[src/rtl/soc_mem_pkg.sv]
// ----------------------------------------------------------------------------
// soc_mem_pkg
//
// Purpose:
//   Shared types and constants for the SoC main-memory path: the requester
//   identifier carried through the arbiter's route FIFO, the fixed requester
//   indices, and the OBI request-field bundle.
//
// Contents:
//   SOC_NUM_REQ / SOC_ADDR_WIDTH / SOC_DATA_WIDTH  default sizing
//   req_id_t                                       requester index
//   REQ_ICACHE / REQ_DCACHE / REQ_VPU              requester indices
//   obi_req_t                                      {we, be, addr, wdata}
// ----------------------------------------------------------------------------
package soc_mem_pkg;

    localparam int SOC_NUM_REQ    = 3;
    localparam int SOC_ADDR_WIDTH = 32;
    localparam int SOC_DATA_WIDTH = 32;

    // A single requester still needs one bit to form a legal vector type.
    localparam int REQ_ID_W = (SOC_NUM_REQ > 1) ? $clog2(SOC_NUM_REQ) : 1;

    typedef logic [REQ_ID_W-1:0] req_id_t;

    localparam req_id_t REQ_ICACHE = req_id_t'(0);
    localparam req_id_t REQ_DCACHE = req_id_t'(1);
    localparam req_id_t REQ_VPU    = req_id_t'(2);

    typedef struct packed {
        logic                        we;
        logic [SOC_DATA_WIDTH/8-1:0] be;
        logic [SOC_ADDR_WIDTH-1:0]   addr;
        logic [SOC_DATA_WIDTH-1:0]   wdata;
    } obi_req_t;

endpackage

[src/rtl/mem_route_fifo.sv]
// ----------------------------------------------------------------------------
// mem_route_fifo
//
// Purpose:
//   Synchronous FIFO of requester identifiers. The arbiter pushes the winner
//   of every accepted transaction and pops the head on every response, so
//   the head always names the requester owed the next in-order response.
//
// Ports:
//   clk_i     in   clock, rising edge
//   rst_i     in   asynchronous active-high reset (empties the FIFO)
//   push_i    in   write data_i at the tail (ignored when full)
//   data_i    in   requester identifier to store
//   pop_i     in   drop the head entry (ignored when empty)
//   full_o    out  count == DEPTH
//   empty_o   out  count == 0
//   count_o   out  number of stored entries
//   head_o    out  oldest stored identifier
// ----------------------------------------------------------------------------
module mem_route_fifo
    import soc_mem_pkg::*;
#(
    parameter int DEPTH = 4
) (
    input  logic                       clk_i,
    input  logic                       rst_i,
    input  logic                       push_i,
    input  req_id_t                    data_i,
    input  logic                       pop_i,
    output logic                       full_o,
    output logic                       empty_o,
    output logic [$clog2(DEPTH+1)-1:0] count_o,
    output req_id_t                    head_o
);

    localparam int PTR_W = (DEPTH > 1) ? $clog2(DEPTH) : 1;
    localparam int CNT_W = $clog2(DEPTH + 1);

    req_id_t           storage_q [DEPTH];
    logic [PTR_W-1:0]  wptr_q;
    logic [PTR_W-1:0]  wptr_d;
    logic [PTR_W-1:0]  rptr_q;
    logic [PTR_W-1:0]  rptr_d;
    logic [CNT_W-1:0]  count_q;
    logic [CNT_W-1:0]  count_d;
    logic              doPush;
    logic              doPop;

    // DEPTH is a power of two, so plain increment wraps modulo depth; a
    // single-entry FIFO keeps both pointers pinned at zero.
    function automatic logic [PTR_W-1:0] nextPtr(input logic [PTR_W-1:0] p);
        if (DEPTH == 1) begin
            return '0;
        end
        return p + PTR_W'(1);
    endfunction

    assign full_o  = (count_q == CNT_W'(DEPTH));
    assign empty_o = (count_q == '0);
    assign count_o = count_q;
    assign head_o  = storage_q[rptr_q];

    assign doPush = push_i && !full_o;
    assign doPop  = pop_i && !empty_o;

    always_comb begin
        wptr_d  = wptr_q;
        rptr_d  = rptr_q;
        count_d = count_q;
        if (doPush) begin
            wptr_d = nextPtr(wptr_q);
        end
        if (doPop) begin
            rptr_d = nextPtr(rptr_q);
        end
        // Count is tracked separately from the pointers so full and empty
        // are unambiguous when the pointers coincide.
        case ({doPush, doPop})
            2'b10:   count_d = count_q + CNT_W'(1);
            2'b01:   count_d = count_q - CNT_W'(1);
            default: count_d = count_q;
        endcase
    end

    always_ff @(posedge clk_i or posedge rst_i) begin
        if (rst_i) begin
            wptr_q  <= '0;
            rptr_q  <= '0;
            count_q <= '0;
        end else begin
            wptr_q  <= wptr_d;
            rptr_q  <= rptr_d;
            count_q <= count_d;
        end
    end

    // Entry contents are only observed through valid pointers, so the array
    // itself needs no reset.
    always_ff @(posedge clk_i) begin
        if (doPush) begin
            storage_q[wptr_q] <= data_i;
        end
    end

endmodule

[src/rtl/obi_mem_arbiter.sv]
// ----------------------------------------------------------------------------
// obi_mem_arbiter
//
// Purpose:
//   Pipelined fixed-priority N-to-1 OBI arbiter between the icache (0),
//   dcache (1) and VPU (2) memory ports and the single-port main-memory
//   controller. Index 0 has highest priority. The winner of every accepted
//   transaction is recorded in a route FIFO so in-order responses return to
//   the requester that issued them. At most MAX_OUTSTANDING transactions
//   may be in flight.
//
// Ports:
//   clk_i, rst_i              clock, async active-high reset
//   req_req_i / req_gnt_o     per-requester request / grant
//   req_we_i                  per-requester write enable
//   req_be_i, req_addr_i,
//   req_wdata_i               per-requester fields, packed with requester i
//                             in slice [i*W +: W]
//   req_rvalid_o              per-requester response valid
//   req_rdata_o               response data shared by all requesters
//   mem_req_o .. mem_wdata_o  downstream request channel
//   mem_gnt_i                 downstream grant
//   mem_rvalid_i, mem_rdata_i downstream in-order response channel
//   outstanding_o             transactions in flight
//   proto_err_o               sticky: response seen with nothing in flight
// ----------------------------------------------------------------------------
module obi_mem_arbiter
    import soc_mem_pkg::*;
#(
    parameter int NUM_REQ         = 3,
    parameter int MAX_OUTSTANDING = 4,
    parameter int ADDR_WIDTH      = 32,
    parameter int DATA_WIDTH      = 32
) (
    input  logic                                  clk_i,
    input  logic                                  rst_i,
    input  logic [NUM_REQ-1:0]                    req_req_i,
    output logic [NUM_REQ-1:0]                    req_gnt_o,
    input  logic [NUM_REQ-1:0]                    req_we_i,
    input  logic [NUM_REQ*(DATA_WIDTH/8)-1:0]     req_be_i,
    input  logic [NUM_REQ*ADDR_WIDTH-1:0]         req_addr_i,
    input  logic [NUM_REQ*DATA_WIDTH-1:0]         req_wdata_i,
    output logic [NUM_REQ-1:0]                    req_rvalid_o,
    output logic [DATA_WIDTH-1:0]                 req_rdata_o,
    output logic                                  mem_req_o,
    input  logic                                  mem_gnt_i,
    output logic                                  mem_we_o,
    output logic [DATA_WIDTH/8-1:0]               mem_be_o,
    output logic [ADDR_WIDTH-1:0]                 mem_addr_o,
    output logic [DATA_WIDTH-1:0]                 mem_wdata_o,
    input  logic                                  mem_rvalid_i,
    input  logic [DATA_WIDTH-1:0]                 mem_rdata_i,
    output logic [$clog2(MAX_OUTSTANDING+1)-1:0]  outstanding_o,
    output logic                                  proto_err_o
);

    localparam int BE_W  = DATA_WIDTH / 8;
    localparam int CNT_W = $clog2(MAX_OUTSTANDING + 1);

    logic             anyReq;
    req_id_t          winner;
    logic             accept;
    logic             respValid;
    logic             fifoFull;
    logic             fifoEmpty;
    req_id_t          fifoHead;
    logic [CNT_W-1:0] fifoCount;
    logic             protoErr_q;
    logic             protoErr_d;

    // Priority encoder and field mux. Scanning from the top index down lets
    // the lowest requesting index overwrite, so it wins. The choice is
    // recomputed every cycle: an ungranted requester holds its fields, so a
    // higher-priority arrival may legally take over.
    always_comb begin
        anyReq      = 1'b0;
        winner      = '0;
        mem_we_o    = 1'b0;
        mem_be_o    = '0;
        mem_addr_o  = '0;
        mem_wdata_o = '0;
        for (int i = NUM_REQ - 1; i >= 0; i--) begin
            if (req_req_i[i]) begin
                anyReq      = 1'b1;
                winner      = req_id_t'(i);
                mem_we_o    = req_we_i[i];
                mem_be_o    = req_be_i[i*BE_W +: BE_W];
                mem_addr_o  = req_addr_i[i*ADDR_WIDTH +: ADDR_WIDTH];
                mem_wdata_o = req_wdata_i[i*DATA_WIDTH +: DATA_WIDTH];
            end
        end
    end

    // No same-cycle bypass when full: a response popping this cycle frees a
    // slot only from the next cycle on, keeping mem_req_o off the pop path.
    assign mem_req_o = anyReq && !fifoFull && !rst_i;
    assign accept    = mem_req_o && mem_gnt_i;

    always_comb begin
        req_gnt_o = '0;
        for (int i = 0; i < NUM_REQ; i++) begin
            if (accept && (winner == req_id_t'(i))) begin
                req_gnt_o[i] = 1'b1;
            end
        end
    end

    // A response is only routed when something is in flight; otherwise it
    // is a stray and only raises the error flag.
    assign respValid = mem_rvalid_i && !fifoEmpty && !rst_i;

    always_comb begin
        req_rvalid_o = '0;
        for (int i = 0; i < NUM_REQ; i++) begin
            if (respValid && (fifoHead == req_id_t'(i))) begin
                req_rvalid_o[i] = 1'b1;
            end
        end
    end

    assign req_rdata_o = mem_rdata_i;

    mem_route_fifo #(
        .DEPTH (MAX_OUTSTANDING)
    ) u_route_fifo (
        .clk_i   (clk_i),
        .rst_i   (rst_i),
        .push_i  (accept),
        .data_i  (winner),
        .pop_i   (respValid),
        .full_o  (fifoFull),
        .empty_o (fifoEmpty),
        .count_o (fifoCount),
        .head_o  (fifoHead)
    );

    assign outstanding_o = fifoCount;

    assign protoErr_d = protoErr_q || (mem_rvalid_i && fifoEmpty);

    always_ff @(posedge clk_i or posedge rst_i) begin
        if (rst_i) begin
            protoErr_q <= 1'b0;
        end else begin
            protoErr_q <= protoErr_d;
        end
    end

    assign proto_err_o = protoErr_q;

endmodule

[config.mk]
export PLATFORM = sky130hd
export DESIGN_NAME = obi_mem_arbiter
export DESIGN_NICKNAME = d
export VERILOG_FILES = /design/src/rtl/soc_mem_pkg.sv /design/src/rtl/mem_route_fifo.sv /design/src/rtl/obi_mem_arbiter.sv
export SDC_FILE = /design/constraint.sdc
export NUM_CORES = 1
export LEC_CHECK = 0
export CAP_MARGIN = 40
export CORE_AREA = 8 8 132 134
export CTS_BUF_LIST = sky130_fd_sc_hd__clkbuf_2
export DETAILED_ROUTE_END_ITERATION = 10
export DIE_AREA = 0 0 140 142
export PLACE_DENSITY = 0.57
export SLEW_MARGIN = 5
export SYNTH_ARGS = -nofsm -noshare
export SYNTH_HDL_FRONTEND = slang
export SYNTH_SLANG_ARGS = --single-unit
[constraint.sdc]
create_clock -name clk_i -period 1.8 [get_ports clk_i]
set_input_delay 0.45 -clock clk_i [delete_from_list [all_inputs] [get_ports clk_i]]
set_output_delay 0.45 -clock clk_i [all_outputs]
set_load 0.03 [all_outputs]
==> impl_metrics.csv <==
group,metric,value,unit
drt,firstDrtPassIters,4,
final_layout,layout.cells.non_filler,813,
final_layout,area_growth,194,%
worst_setup_path,rr_startpoint,"u_route_fifo.count_o[0]",
sta,slew_headroom,76.3,%
clock_tree,clkTransAtPathRegs,0.15,ns
place,hpwlAfterDp,12500,µm
place,gp_congestion,0.805,
sta,clock_skew,0.00102,ns
drt,wirelength,17300,µm
worst_setup_path,rrSetupSlack,-0.06,ns
final_layout,nets,873,
clock_tree,clkSinkCount,16,
yosys,ys_ff_latch,16,
sta,hold_violations,0,
run,cap_violations,0,
drt,route.vias.total,3729,
floorplan,dieArea,19900,µm²
drt,routedWlPerCell,21.2,µm
sta,fin_crit,2.07,ns
clock_tree,cts_made_buffers,3,
place,dpl.cell_count,784,
final_layout,drive_above_1_share,48.2,%
worst_setup_path,r2r_cells,9,
yosys,yosysWarningCount,0,
sta,fin_ws,-0.274,ns
yosys,synth.yosys.seq_area_share,18.7,%
clock_tree,cts_root_buf,"clkbuf_2",
place,io_buffers,293,
sta,finalCritPeriodShare,115,%
worst_setup_path,end_kind,"output pin",
global_routing,antenna_found_initial,1,
yosys,yosysUniqueCellTypes,32,
yosys,synth_top_area_share,21.7,%
global_routing,gr-total-overflow,0,
floorplan,die_y,142,µm
clock_tree,cts_tree,"built",
floorplan,coreArea,15400,µm²
outcome,violations,"negative setup slack",
worst_setup_path,cp.arrival,1.62,ns
power_and_ir_drop,p_leak,2.68,nW
sta,finalSetupViolCount,74,
power_and_ir_drop,ir_drop,237,µV
global_routing,track_usage,16.4,%
worst_setup_path,r2r_end,"u_route_fifo.count_o[2]",
drt,first_iter_violations,121,
worst_setup_path,critPathKind,"reg -> out",
global_routing,grt_max_degree,38,
floorplan,io_pins,358,
floorplan,die_width,140,µm
drt,drc_errors,0,
worst_setup_path,cp.required,1.35,ns
global_routing,grt_pass1_vias,4196,
sta,drv_slew,0,
sta,rsz0062_at_grt,"true",
clock_tree,h-tree-depth,1,
outcome,status,"complete, but fails checks",
yosys,synth_area_leaders,"a22oi_1 (22%), o21ai_1 (15%), nand2_1 (11%)",
floorplan,initial_core_util,15.2,%
yosys,ys_async_sr_fraction,50.0,%
worst_setup_path,critPathLaunchType,"flip-flop",
drt,viasPerCell,4.59,
yosys,netlist_top_cells_count,"nand2_1 (69), o21ai_1 (69), a22oi_1 (68)",
yosys,yosys.area.top_type,"a22oi_1",
power_and_ir_drop,p_per_area,502,nW/µm²
place,post-place-ws,-0.668,ns
global_routing,grt_pass1_wl,25400,µm
worst_setup_path,critPathMaxFanout,3,
sta,tightestPinTransition,0.358,ns
yosys,synth_edf_count,8,
yosys,syn_area,2350,µm²
sta,max_freq,0.482,GHz
yosys,syn_inst,335,
clock_tree,clkLatencyLatePin,0.28,ns
yosys,synth-main-ff-cell,"edfxtp_1",
yosys,syn_avg_cell_area,7.02,µm²
clock_tree,clock_path_buffers,2,
yosys,synth_nets,587,
floorplan,num_rows,46,
worst_hold_path,hold_path_class,"in -> async",
drt,ant_nets,0,
[stage by stage]
step | hold slack (ns) | setup TNS (ns) | total power, mW | instance area (µm²) | utilization, %
2_1_floorplan | 0.235 | -0.617 | 1.87 | 2670 | -
3_3_place_gp | 0.463 | -39.70 | 2.90 | 5700 | 37.0
3_5_place_dp | 0.473 | -40.30 | 2.94 | 5700 | 37.0
4_1_cts | 0.366 | -8.85 | 3.48 | 6890 | 44.7
5_1_grt | 0.387 | -11.43 | 3.69 | 6900 | 44.8
6_report | 0.399 | -7.16 | 3.47 | 6900 | 44.8
[power by group]
| group | switching (mW) | total, mW | internal (mW) |
|---|---|---|---|
| clock | 0.114 | 0.162 | 0.0483 |
| sequential | 0.100 | 0.605 | 0.505 |
| combinational | 1.24 | 2.70 | 1.46 |
[critical path: stages (launching register included)]
cell     delay (ns)
dfrtp_2        0.43
mux4_2         0.56
nor3b_2        0.17
buf_4          0.18
[worst max-delay path by stage]
| stage | slack, ns | end | startpoint |
|---|---|---|---|
| after floorplan | -0.20 | u_route_fifo.count_o[2] | u_route_fifo.count_o[2] |
| after global placement | -0.63 | u_route_fifo.count_o[2] | req_req_i[2] |
| after detailed placement | -0.67 | u_route_fifo.count_o[2] | req_req_i[2] |
| after CTS | -0.32 | req_rvalid_o[2] | u_route_fifo.rptr_q[0] |
| after global routing | -0.39 | req_rvalid_o[0] | u_route_fifo.rptr_q[0] |
| final | -0.27 | req_rvalid_o[2] | u_route_fifo.rptr_q[0] |
[cells by family (layout without fill, tap and decap cells)]
logic type	Yosys count	count (layout)	share of synthesized area (%)
other cells	0	1	0
simple gates	92	92	18.4
compound gates	139	139	36.9
buf+inv	72	357	17.2
xor+xnor	6	6	2.24
mux	4	4	2.98
fa+ha+maj	6	6	3.51
flops	16	16	18.7
[cells in the final DEF, fill, tap and decap left out, types with 7 or more instances in the layout]
master	netlist	final
edfxtp_1	8	8
buf_4	34	24
nand2_1	69	69
dlygate4sd2_1	0	7
a22oi_2	0	68
clkdlybuf4s50_1	0	207
buf_16	0	13
buf_12	0	22
o21ai_2	0	68
buf_6	0	64
[sequential cells by signal, summed over array words and instances (netlist names)]
name,flops
u_route_fifo.wptr_q,2
proto_err_o,1
u_route_fifo.count_o,3
u_route_fifo.storage_q,8
u_route_fifo.rptr_q,2
[final cells by class]
| class | instances | area [µm²] |
|---|---|---|
| fillers | 1515 | 8520 |
| repair buffers | 344 | 3970 |
| multi-input cells | 247 | 2200 |
| flip-flops and latches | 16 | 445 |
| well taps | 192 | 240 |
| inverters | 9 | 33.8 |
| clock buffers | 3 | 15.0 |
| clock inverters | 1 | 3.75 |
| diodes | 1 | 2.50 |
[metal layers]
layer	global-route usage, %	routed length [µm]	vias up
met1	17.9	6530	1773
met3	4.93	1180	31
met4	3.94	355	0
met5	0	0	-
met2	30.5	9210	152
li1	-	-	1773
[what timing repair did]
action / 4_1_cts / 5_1_grt
setup buffers: 12 / 2
cloned: 14 / 1
pin swaps: 42 / 35
endpoints found under the setup margin: 82 / 77
gates resized for setup: 169 / 18
hold buffers: 0 / 0
Power figures use the tool's default switching activity.
